`src/rtl/elevator_pkg.sv`:
```
// Shared constants and types for the elevator call-handling blocks.
package elevator_pkg;

    localparam int N_FLOORS_DEFAULT = 8;
    localparam int FLOOR_W_DEFAULT  = $clog2(N_FLOORS_DEFAULT);

    localparam int EDGE_TOGGLE = 0;
    localparam int EDGE_RISE   = 1;

    typedef logic [FLOOR_W_DEFAULT-1:0] floor_t;

    function automatic logic [5:0] popcount32(input logic [31:0] v);
        logic [5:0] c;
        c = '0;
        for (int i = 0; i < 32; i++) begin
            c = c + {5'd0, v[i]};
        end
        return c;
    endfunction

endpackage

```
`src/rtl/call_debouncer.sv`:
```
// One call channel: synchroniser chain, stability counter and stable register,
// emitting single-cycle qualified rise/fall strobes.
module call_debouncer #(
    parameter int SYNC_STAGES     = 2,
    parameter int DEBOUNCE_CYCLES = 4
) (
    input  logic clk,
    input  logic rst,
    input  logic arming_i,
    input  logic sw_i,
    output logic rise_o,
    output logic fall_o
);

    localparam int CNT_W = $clog2(DEBOUNCE_CYCLES + 1);

    logic [SYNC_STAGES-1:0] sync_q;
    logic [CNT_W-1:0]       cnt_q, cnt_d;
    logic                   stable_q, stable_d;
    logic                   sync_out;

    assign sync_out = sync_q[SYNC_STAGES-1];

    always_ff @(posedge clk or posedge rst) begin
        if (rst) begin
            sync_q   <= '0;
            cnt_q    <= '0;
            stable_q <= 1'b0;
        end else begin
            sync_q   <= {sync_q[SYNC_STAGES-2:0], sw_i};
            cnt_q    <= cnt_d;
            stable_q <= stable_d;
        end
    end

    // While arming, track the input silently so a level present at power-up
    // is absorbed rather than reported as a call.
    always_comb begin
        cnt_d    = cnt_q;
        stable_d = stable_q;
        rise_o   = 1'b0;
        fall_o   = 1'b0;
        if (arming_i) begin
            stable_d = sync_out;
            cnt_d    = '0;
        end else if (sync_out == stable_q) begin
            cnt_d = '0;
        end else if (cnt_q == CNT_W'(DEBOUNCE_CYCLES - 1)) begin
            stable_d = sync_out;
            cnt_d    = '0;
            rise_o   = sync_out;
            fall_o   = ~sync_out;
        end else begin
            cnt_d = cnt_q + CNT_W'(1);
        end
    end

endmodule

```
`src/rtl/floor_request_latch.sv`:
```
// Floor-call register: debounced per-floor calls latched as pending requests,
// cleared on arrival, with summaries for the direction/scheduling FSM.
module floor_request_latch
    import elevator_pkg::*;
#(
    parameter int N_FLOORS        = N_FLOORS_DEFAULT,
    parameter int FLOOR_W         = $clog2(N_FLOORS),
    parameter int SYNC_STAGES     = 2,
    parameter int DEBOUNCE_CYCLES = 4,
    parameter int EDGE_MODE       = EDGE_TOGGLE
) (
    input  logic                            clk,
    input  logic                            rst,
    input  logic [N_FLOORS-1:0]             sw,
    input  logic [FLOOR_W-1:0]              floor,
    input  logic                            arrive,
    input  logic                            clear_all,
    output logic [N_FLOORS-1:0]             pending,
    output logic                            req_here,
    output logic                            req_above,
    output logic                            req_below,
    output logic [$clog2(N_FLOORS+1)-1:0]   pending_count,
    output logic                            new_req
);

    localparam int CNT_W = $clog2(N_FLOORS + 1);
    localparam int ARM_W = $clog2(SYNC_STAGES + 2);

    logic [ARM_W-1:0]    arm_q;
    logic                arming;
    logic [N_FLOORS-1:0] rise, fall, events;
    logic [N_FLOORS-1:0] pending_q, pending_d;
    logic [CNT_W-1:0]    count_q, count_d;
    logic                new_req_q, new_req_d;
    logic [31:0]         floor_ext;

    assign arming    = (arm_q != '0);
    assign floor_ext = 32'(floor);

    for (genvar g = 0; g < N_FLOORS; g++) begin : g_ch
        call_debouncer #(
            .SYNC_STAGES     (SYNC_STAGES),
            .DEBOUNCE_CYCLES (DEBOUNCE_CYCLES)
        ) u_deb (
            .clk      (clk),
            .rst      (rst),
            .arming_i (arming),
            .sw_i     (sw[g]),
            .rise_o   (rise[g]),
            .fall_o   (fall[g])
        );
    end

    assign events = (EDGE_MODE == EDGE_RISE) ? rise : (rise | fall);

    always_ff @(posedge clk or posedge rst) begin
        if (rst) begin
            arm_q     <= ARM_W'(SYNC_STAGES + 1);
            pending_q <= '0;
            count_q   <= '0;
            new_req_q <= 1'b0;
        end else begin
            if (arming) begin
                arm_q <= arm_q - ARM_W'(1);
            end
            pending_q <= pending_d;
            count_q   <= count_d;
            new_req_q <= new_req_d;
        end
    end

    // Priority: clear_all over arrival clear over new events.
    always_comb begin
        pending_d = pending_q | events;
        for (int i = 0; i < N_FLOORS; i++) begin
            if (arrive && (32'(i) == floor_ext)) begin
                pending_d[i] = 1'b0;
            end
        end
        if (clear_all) begin
            pending_d = '0;
        end
        new_req_d = |(pending_d & ~pending_q);
        count_d   = CNT_W'(popcount32(32'(pending_d)));
    end

    // An out-of-range floor sits above every real floor, so all requests read as below.
    always_comb begin
        req_here  = 1'b0;
        req_above = 1'b0;
        req_below = 1'b0;
        for (int i = 0; i < N_FLOORS; i++) begin
            if (pending_q[i]) begin
                if (32'(i) == floor_ext) begin
                    req_here = 1'b1;
                end else if (32'(i) > floor_ext) begin
                    req_above = 1'b1;
                end else begin
                    req_below = 1'b1;
                end
            end
        end
    end

    assign pending       = pending_q;
    assign pending_count = count_q;
    assign new_req       = new_req_q;

endmodule

```
`config.mk`:
```
export PLATFORM = sky130hd
export DESIGN_NAME = floor_request_latch
export DESIGN_NICKNAME = d
export VERILOG_FILES = /design/src/rtl/elevator_pkg.sv /design/src/rtl/call_debouncer.sv /design/src/rtl/floor_request_latch.sv
export SDC_FILE = /design/constraint.sdc
export NUM_CORES = 1
export LEC_CHECK = 0
export CORE_MARGIN = 3
export CORE_UTILIZATION = 45
export CTS_CLUSTER_DIAMETER = 200
export CTS_CLUSTER_SIZE = 40
export DETAILED_ROUTE_END_ITERATION = 8
export PLACE_DENSITY = 0.62
export SYNTH_ARGS = -nofsm -noshare
export SYNTH_HDL_FRONTEND = slang
export SYNTH_SLANG_ARGS = --single-unit
```
`constraint.sdc`:
```
create_clock -name clk -period 4.4 [get_ports clk]
set_clock_uncertainty 0.05 [all_clocks]
set_input_delay 0.88 -clock clk [delete_from_list [all_inputs] [get_ports clk]]
set_output_delay 0.88 -clock clk [all_outputs]
set_load 0.02 [all_outputs]
```
==> impl_results.md, run 1 <==
* Slew Viols, Final at 0
* Period utilisation layout at 0.920
* Vias per inst at 5.17
* Post-Synthesis Cells at 238
* Critical path data arrival time at 4.22 ns
* Ports at 31
* RSZ-0062 raised after global routing: false
* Area Growth Syn to Fin at 20.6%
* Sequential-to-total area share from yosys stat at 0.555
* Post-synth ARST share at 1.00
* Hold WC Path Type: flop to flop
* Lkg Pwr at 0.00165 µW
* Vias in the first global route at 1916
* Clock slew at reported path FFs at 0.07 ns
* Syn_area_per_cell at 12.0 µm²
* Rel. slew slack at 0.613
* Worst VDD drop at 0.247 mV
* Clock period minus worst slack at 4.05 ns
* DIE AREA at 7310 µm²
* Startpoint types: input pin
* Post-synthesis net count at 269
* Largest net degree at the start of global routing at 36
* Achievable Freq at 247 MHz
* Placed instance count at 347
* Fill count at 528
* Slew @ Worst Pin at 0.580 ns
* Layout Nets at 314
* Max-Cap Viols at 0
* N_diodes at 0
* Total Routed Length at 5200 µm
* Worst-path maximum fanout at 4
* DRC viols at 0
* Row count at 28
* Setup_tns at 0 ns
* Status: finished, final reports clean
* Worst setup EP type: flop
* Total gr overflow at 0
* Total CTS buffers at 9
* Ys Warns at 0
* Avg WL per Cell at 14.3 µm
* Initial antenna violation count at 0
* Gr usage total at 0.162
* CTS tree: yes
* First drt pass iteration count at 4
* Clock root buffer: clkbuf_8
* Pwr dens at 485 nW/µm²
* # port buffers at 30
* CTS max path bufs at 2
* Global-route wire length before repair at 9050 µm
* Synth Flop Type: dfrtp_1
* Clk_lat worst skew at 0.33 ns
* #FFs+latches synth at 63
* Initial Utilization at 0.472
* Post-synth EDFFs at 0
* # setup viols final at 0
* Number of DRC markers in iteration 0 at 62
* Die span in y at 85.5 µm
* Antenna Nets Post-Route at 0
* Post-CTS sizing at 0
* Distinct cell type count after synthesis at 47
* Hold-fix buffer count after cts at 0
* DIE WIDTH at 85.5 µm
* # clock sinks at 63
* CP Class: input pin to flop
* Post-Layout Cell Count at 363
* Required time worst endpoint at 4.57 ns
* Core area at 6030 µm²
* Postcts setup bufs at 0
* Htree depth at 3
* Share of cells above drive strength 1 at 0.146
* Dpl hpwl at 3900 µm
* Fin util at 0.569
* Hold Vio Cnt, Final at 0
* Synthesized area at 2850 µm²
* Vias after detailed routing at 1877
* Placer Congestion at 0.821
## power by group
group | leakage [µW] | switching [µW] | internal (µW) | total (µW)
registers | 0.000800 | 73.6 | 701 | 774
logic | 0.000769 | 248 | 232 | 480
clock network | 0.0000801 | 207 | 202 | 409
## routing by layer
layer / global-route usage / share of wire / vias up
met2: 0.245 / 0.44 / 47
met5: 0 / 0 / -
li1: - / - / 915
met1: 0.211 / 0.49 / 903
met3: 0.0375 / 0.047 / 12
met4: 0.0993 / 0.026 / 0
## cell usage after synthesis, drive strengths merged (2+ instances only)
library cell / instances / area share
nor3b: 17 / 0.045
mux2i: 3 / 0.011
nand2: 17 / 0.022
fa: 4 / 0.028
xor2: 9 / 0.028
dfstp: 2 / 0.018
mux2: 8 / 0.032
a31oi: 3 / 0.0066
ha: 12 / 0.053
nor4: 4 / 0.014
buf: 6 / 0.015
o21ai: 6 / 0.011
dfrtp: 61 / 0.54
o221ai: 2 / 0.0062
inv: 13 / 0.017
a21oi: 8 / 0.015
o21a: 2 / 0.0053
nor2: 18 / 0.025
nor2b: 5 / 0.011
nand2b: 8 / 0.018
a31o: 2 / 0.0062
and3: 6 / 0.013
nand3b: 2 / 0.0053
nor3: 3 / 0.0053
## cells by family (layout without fill, tap and decap cells)
| group | after synthesis | count (layout) | synth area share |
|---|---|---|---|
| buffers and inverters | 19 | 69 | 0.0317 |
| AO/OA/AOI/OAI | 33 | 33 | 0.0809 |
| XOR/XNOR | 10 | 10 | 0.0308 |
| multiplexers | 11 | 11 | 0.0422 |
| flip-flops | 63 | 63 | 0.555 |
| adder cells (fa/ha/maj) | 16 | 16 | 0.0809 |
| AND/OR/NAND/NOR | 86 | 86 | 0.179 |
## worst max-delay path: stages
cell             delay [ns]
clkdlybuf4s50_1        0.53
nor2b_1                0.25
a21oi_1                0.13
o21a_1                 0.15
fa_1                   0.52
inv_1                  0.05
fa_1                   0.45
fa_1                   0.49
inv_1                  0.04
ha_1                   0.19
fa_1                   0.38
xor2_1                 0.15
## cells in the final DEF, fill, tap and decap left out, types with 4 or more instances in the layout
master           count
nor3b_1             17
inv_1               12
fa_1                 4
dfrtp_1             61
clkdlybuf4s50_1     30
mux2_2               8
clkbuf_8             9
buf_4               10
xor2_1               9
ha_1                12
o21ai_0              5
and3_1               6
nor2b_1              5
a21oi_1              7
nand2b_1             8
nand2_1             17
nor2_1              17
## metrics by stage
| step | hold slack (ns) | total power [µW] | instance area [µm²] | setup WS (ns) |
|---|---|---|---|---|
| global route | 0.307 | 1790 | 3430 | 0.208 |
| floorplan | 0.281 | 1110 | 2850 | 0.685 |
| finish | 0.299 | 1660 | 3430 | 0.351 |
| CTS | 0.303 | 1690 | 3430 | 0.369 |
| global placement | 0.283 | 1260 | 3270 | 0.0600 |
| detailed placement | 0.288 | 1270 | 3270 | 0.0208 |
## state kept, by name, indices dropped and copies added, names as in the netlist
register             cells
arm_q                    2
g_ch.u_deb.cnt_q        24
g_ch.u_deb.stable_q      8
g_ch.u_deb.sync_q       16
new_req                  1
pending                  8
pending_count            4
## path summary, 6_finish.rpt
kind	start	end	slack [ns]	cells after the start
max	floor[0]	pending_count[2]	0.35	12
min in group asynchronous	rst	g_ch[3].u_deb.sync_q[0]	0.88	2
min	g_ch[7].u_deb.sync_q[0]	g_ch[7].u_deb.sync_q[1]	0.30	0
max reg2reg	arm_q[0]	pending_count[2]	0.44	13
min reg2reg	g_ch[7].u_deb.sync_q[0]	g_ch[7].u_deb.sync_q[1]	0.30	0
max in group asynchronous	rst	arm_q[0]	2.55	3
## cell type report
cell class | count | area [µm²] | share of cell area
clock buffer | 12 | 135 | 0.0394
timing repair buffer | 40 | 375 | 0.109
sequential | 63 | 1580 | 0.460
multi-input combinational | 156 | 1180 | 0.343
inverter | 13 | 48.8 | 0.0142
tap | 75 | 93.8 | 0.0274
clock inverter | 4 | 22.5 | 0.00656
Power figures use the tool's default switching activity.
==> inputs of run 2 (changes only) <==
--- a/config.mk
+++ b/config.mk
@@ -10,7 +10,7 @@
 export CTS_CLUSTER_DIAMETER = 200
 export CTS_CLUSTER_SIZE = 40
 export DETAILED_ROUTE_END_ITERATION = 8
-export PLACE_DENSITY = 0.62
+export PLACE_DENSITY = 0.64
 export SYNTH_ARGS = -nofsm -noshare
 export SYNTH_HDL_FRONTEND = slang
 export SYNTH_SLANG_ARGS = --single-unit
==> constraint.sdc (replaced) <==
create_clock -name clk -period 3.4 [get_ports clk]
set_clock_uncertainty 0.05 [all_clocks]
set_input_delay 0.68 -clock clk [delete_from_list [all_inputs] [get_ports clk]]
set_output_delay 0.68 -clock clk [all_outputs]
set_load 0.02 [all_outputs]
==> run 2 against run 1 <==
  * The run now ends with setup timing left
  * Combinational power rose by 49%
  * Sequential share of layout area is 3.2 points lower
  * Critical path depth is 1 higher
  * Global-route usage up 1.0 points
  * Core utilization increased by 4.2 points
  * Clock-buffer cell count increased by 1
  * Cell area rose by 7.4%
  * Register-to-register slack worse by 0.54 ns
  * Via count up 5.5%
==> impl_results.md, run 2 (synthesis gave the netlist of run 1 again) <==
* R2R cell count at 13
* # setup viols final at 2
* Slew Viols, Final at 0
* NetSw at 714 µW
* Initial Utilization at 0.472
* Combinational power share at 0.312
* Rel. slew slack at 0.475
* # clock sinks at 63
* Vias in the first global route at 1990
* Required time worst endpoint at 3.57 ns
* Failing checks: setup timing
* Final setup margin at -0.0951 ns
* Int Power at 1570 µW
* Worst setup EP type: flop
* Largest Register: g_ch.u_deb.cnt_q
* Flop pwr share at 0.437
* Die span in y at 85.5 µm
* Antenna Nets Post-Route at 0
* Hold path depth at 0
* Global-route wire length before repair at 9470 µm
* Vias per inst at 5.12
* Max-Cap Viols at 0
* Biggest regs: g_ch.u_deb.cnt_q x24, g_ch.u_deb.sync_q x16
* Worst VDD drop at 0.263 mV
* Share of cells above drive strength 1 at 0.260
* Min-Delay Endpoint: g_ch[7].u_deb.sync_q[1]
* DRC viols at 0
* Hold_sp: g_ch[7].u_deb.sync_q[0]
* Fin util at 0.612
* Htree depth at 3
* Hold WC Path Type: flop to flop
* Crit Reg-Reg Startpoint: arm_q[0]
* DIE WIDTH at 85.5 µm
* Number of DRC markers in iteration 0 at 96
* Buf/Inv on CP at 4
* DIE AREA at 7310 µm²
* Crit path top cell by count: fa_1
* Top delay family on crit path: adder cells
* Total CTS buffers at 9
* Clk network pwr share at 0.251
* CP max stage cell: fa_1
* Hold Vio Cnt, Final at 0
* Pwr dens at 621 nW/µm²
* Slew @ Worst Pin at 0.787 ns
* Gr usage total at 0.172
* Pre-CTS setup slack at -0.646 ns
* Total gr overflow at 0
* Area Growth Syn to Fin at 29.6%
* Row count at 28
* Clock period minus worst slack at 3.50 ns
* Achievable Freq at 286 MHz
* Avg WL per Cell at 14.2 µm
* Layout Nets at 338
* R2r setup slk at -0.1 ns
* Critical path cell sequence: dlygate4sd2_1 > buf_4 > nor2_4 > a21oi_2 > o21a_1 > fa_1 > inv_2 > fa_1 > fa_1 > inv_2 > ha_4 > fa_2 > xor2_1
* Dpl hpwl at 3990 µm
* CTS max path bufs at 2
* First drt pass iteration count at 4
* RSZ-0062 raised after global routing: true
* Initial antenna violation count at 0
* Vias after detailed routing at 1980
* Most common cell after layout, fill and taps aside: dfrtp_1
* Max stage delay on crit path at 0.56 ns
* # port buffers at 30
* CP Launch Point: floor[2]
* R2R Path End: pending_count[2]
* CTS tree: yes
* Clk_lat worst skew at 0.34 ns
* Max reg flops at 24
* CP Class: input pin to flop
* Core area at 6030 µm²
* Placer Congestion at 0.776
* N_diodes at 0
* Clock root buffer: clkbuf_8
* Period utilisation layout at 1.03
* Commonest cells after routing, fill and taps aside: dfrtp_1, buf_4, clkdlybuf4s50_1
* Ports at 31
* Sw frac at 0.312
* Clock slew at reported path FFs at 0.07 ns
* Lkg Pwr at 0.00180 µW
* Worst-path maximum fanout at 3
* Largest net degree at the start of global routing at 64
* Status: finished, violations left
* Startpoint types: input pin
* Critical path data arrival time at 3.67 ns
* Total Routed Length at 5510 µm
run 2: cell count changes in the layout (fill, tap and decap cells not counted), sizes merged:
cell	delta
dlygate4sd2	+5
clkdlybuf4s50	-6
clkbuf	+1
buf	+24
dlymetal6s2s	+1
clkinv	-1
run 2: metal layers:
metal  wire length (µm)  global-route usage  vias up
met5                  0                   0        -
met4                139               0.102        0
met3                322              0.0355       11
met2               2520               0.258       64
met1               2530               0.229      939
li1                   -                   -      966
run 2: worst reg2reg max path: stages, from the launching register on:
cell,delay (ns)
dfstp_2,0.53
inv_2,0.04
ha_4,0.19
nand2_2,0.08
nor2_2,0.04
o21a_1,0.22
fa_1,0.56
inv_2,0.04
fa_1,0.44
fa_1,0.51
inv_2,0.05
ha_4,0.15
fa_2,0.34
xor2_1,0.14
run 2: worst max path at each step:
stage | end | cells after the start
global route | pending_count[2] | 13
detailed placement | pending_count[2] | 12
floorplan | pending_count[2] | 14
global placement | pending_count[2] | 12
finish | pending_count[2] | 13
CTS | pending_count[2] | 13
run 2: final cells by class:
| cell class | instances | area [µm²] |
|---|---|---|
| multi-input combinational | 156 | 1240 |
| inverter | 13 | 48.8 |
| clock inverter | 3 | 17.5 |
| timing repair buffer | 64 | 549 |
| clock buffer | 13 | 159 |
| sequential | 63 | 1580 |
| tap | 75 | 93.8 |
| fill | 515 | 2340 |
run 2: timing repair:
item | in CTS | in global routing
endpoints found under the hold margin | 0 | 0
gates resized for setup | 10 | 4
endpoints found under the setup margin | 5 | 4
hold buffers | 0 | 0
setup buffers | 3 | 2
pin swaps | 4 | 6
run 2: through the flow:
stage / setup TNS (ns) / cells / hold WS [ns] / instance area (µm²) / power, µW
after floorplan: -0.0736 / 238 / 0.281 / 2890 / 1440
after global placement: -1.70 / 366 / 0.283 / 3450 / 1680
after detailed placement: -2.02 / 366 / 0.285 / 3450 / 1710
after CTS: -0.331 / 385 / 0.297 / 3660 / 2310
after global routing: -0.345 / 387 / 0.301 / 3690 / 2460
final: -0.179 / 387 / 0.292 / 3690 / 2290
run 2: power by group through the flow:
stage               sequential, µW  combinational (µW)  clock (µW)
floorplan                     1020                 425           0
global placement              1010                 673           0
detailed placement            1020                 691           0
CTS                           1000                 716         592
global route                  1020                 812         627
finish                         999                 714         575
==> inputs of run 3 (changes only) <==
--- a/config.mk
+++ b/config.mk
@@ -10,6 +10,7 @@
 export CTS_CLUSTER_DIAMETER = 200
 export CTS_CLUSTER_SIZE = 40
 export DETAILED_ROUTE_END_ITERATION = 8
+export GPL_TIMING_DRIVEN = 0
 export PLACE_DENSITY = 0.64
 export SYNTH_ARGS = -nofsm -noshare
 export SYNTH_HDL_FRONTEND = slang
==> run 3 against run 2 <==
  * The flow still finishes with violations (setup timing)
  * Worst setup slack worse by 0.035 ns
  * Wire length down 6.6%
  * Cell count shrank 4.9%
  * Hold slack gained 0.0051 ns
  * Critical endpoint unchanged
  * Highest routed layer unchanged
==> impl_results.md, run 3 (synthesis gave the netlist of run 1 again) <==
* Layout Nets at 320
* Total CTS buffers at 9
* Setup_tns at -0.239 ns
* Lkg Pwr at 0.00170 µW
* Startpoint types: input pin
* # port buffers at 29
* CTS max path bufs at 2
* # setup viols final at 2
* Placer Congestion at 0.850
* Die span in y at 85.5 µm
* DIE AREA at 7310 µm²
* First drt pass iteration count at 6
* Global-route wire length before repair at 8740 µm
* Dpl hpwl at 3730 µm
* Status: finished, violations left
* # clock sinks at 63
* Htree depth at 3
* Largest net degree at the start of global routing at 33
* RSZ-0062 raised after global routing: true
* Ports at 31
* Slew Viols, Final at 0
* DIE WIDTH at 85.5 µm
* Initial Utilization at 0.472
* Clock root buffer: clkbuf_8
* Antenna Nets Post-Route at 0
* Critical path data arrival time at 3.70 ns
* Clk_lat worst skew at 0.33 ns
* Metal3 WL at 263 µm
* Fin util at 0.593
* Final setup margin at -0.130 ns
* Worst setup EP type: flop
* Biggest regs: g_ch.u_deb.cnt_q x24, g_ch.u_deb.sync_q x16
* Largest Register: g_ch.u_deb.cnt_q
* CTS tree: yes
* CP max stage cell: fa_1
* Gr usage total at 0.156
* R2r setup slk at -0.11 ns
* Required time worst endpoint at 3.57 ns
* Core area at 6030 µm²
* Max reg flops at 24
* Clock slew at reported path FFs at 0.07 ns
* R2R Path End: pending_count[2]
* DRC viols at 0
* Most common cell after layout, fill and taps aside: dfrtp_1
* R2R cell count at 14
* Fill count at 515
* Hold WC Path Type: flop to flop
* Crit Reg-Reg Startpoint: arm_q[0]
* Share of cells above drive strength 1 at 0.222
* Max stage delay on crit path at 0.57 ns
* Max Used Layer: met4
* Hold Vio Cnt, Final at 0
* Number of DRC markers in iteration 0 at 68
* Avg WL per Cell at 14.0 µm
* Hold_sp: g_ch[2].u_deb.sync_q[0]
* Min-Delay Endpoint: g_ch[2].u_deb.sync_q[1]
* Pre-CTS setup slack at -0.760 ns
* Met2 WL post-DR at 2380 µm
* Worst VDD drop at 0.321 mV
* Commonest cells after routing, fill and taps aside: dfrtp_1, clkdlybuf4s50_1, nor3b_1
* Vias in the first global route at 1859
* Row count at 28
* Vias per inst at 5.13
* Vias after detailed routing at 1888
* CP Class: input pin to flop
* Initial antenna violation count at 0
* Period utilisation layout at 1.04
* Hold path depth at 0
* Pwr dens at 619 nW/µm²
* N_diodes at 0
* Clock period minus worst slack at 3.53 ns
* Worst-path maximum fanout at 4
* Area Growth Syn to Fin at 25.7%
* Crit path top cell by count: fa_1
* Failing checks: setup timing
* Slew @ Worst Pin at 0.666 ns
* Met1 wire length at 2400 µm
* Total Routed Length at 5150 µm
* Critical path cell sequence: dlygate4sd2_1 > and2b_4 > a21oi_4 > o21a_1 > fa_1 > inv_2 > fa_1 > fa_1 > inv_2 > ha_4 > fa_2 > xor2_1
* Achievable Freq at 283 MHz
* Total gr overflow at 0
* Max-Cap Viols at 0
* Rel. slew slack at 0.555
==> run 3: power breakdown <==
part / internal, µW / switching [µW] / total [µW]
clock network: 276 / 272 / 548
registers: 907 / 91.5 / 998
logic: 327 / 338 / 665
==> run 3: routing by layer <==
layer / global-route usage / vias up
li1: - / 925
met1: 0.210 / 912
met4: 0.0878 / 0
met2: 0.230 / 42
met5: 0 / -
met3: 0.0413 / 9
==> run 3: final cells by class <==
cell class              instances  area, µm²  area share
multi-input cells             156       1260       0.352
clock buffers                  11        141      0.0395
inverters                      13       48.8      0.0136
well taps                      75       93.8      0.0262
repair buffers                 40        380       0.106
clock inverters                 4       22.5     0.00630
plain buffers                   6       51.3      0.0143
flip-flops and latches         63       1580       0.442
==> run 3: through the flow <==
step           instances  total power (µW)  hold WS, ns  cell area, µm²
3_3_place_gp         342              1610        0.281            3270
6_report             368              2210        0.298            3580
2_1_floorplan        238              1440        0.281            2890
3_5_place_dp         343              1640        0.286            3290
5_1_grt              368              2370        0.305            3580
4_1_cts              366              2220        0.301            3530
==> run 3: worst max-delay path: cells and delay by family <==
kind                     cells  cell delay [ns]
buffers and inverters        3             0.37
AO/OA/AOI/OAI                2             0.22
XOR/XNOR                     1             0.15
AND/OR/NAND/NOR              1             0.30
adder cells (fa/ha/maj)      5             1.98
==> run 3: how the worst max path moves through the flow <==
stage	start	end	slack (ns)	depth (start not counted)
5_1_grt	arm_q[1]	pending_count[2]	-0.21	14
6_report	floor[1]	pending_count[2]	-0.13	12
3_5_place_dp	floor[2]	pending_count[2]	-0.76	12
3_3_place_gp	floor[2]	pending_count[2]	-0.75	12
4_1_cts	arm_q[0]	pending_count[2]	-0.13	14
2_1_floorplan	arm_q[0]	pending_count[2]	-0.04	14
==> run 3: repair_timing <==
item,CTS,global route
pin swaps,2,1
endpoints found under the hold margin,0,0
resized for setup,9,8
hold buffers,0,0
buffers inserted,8,2
endpoints found under the setup margin,3,3
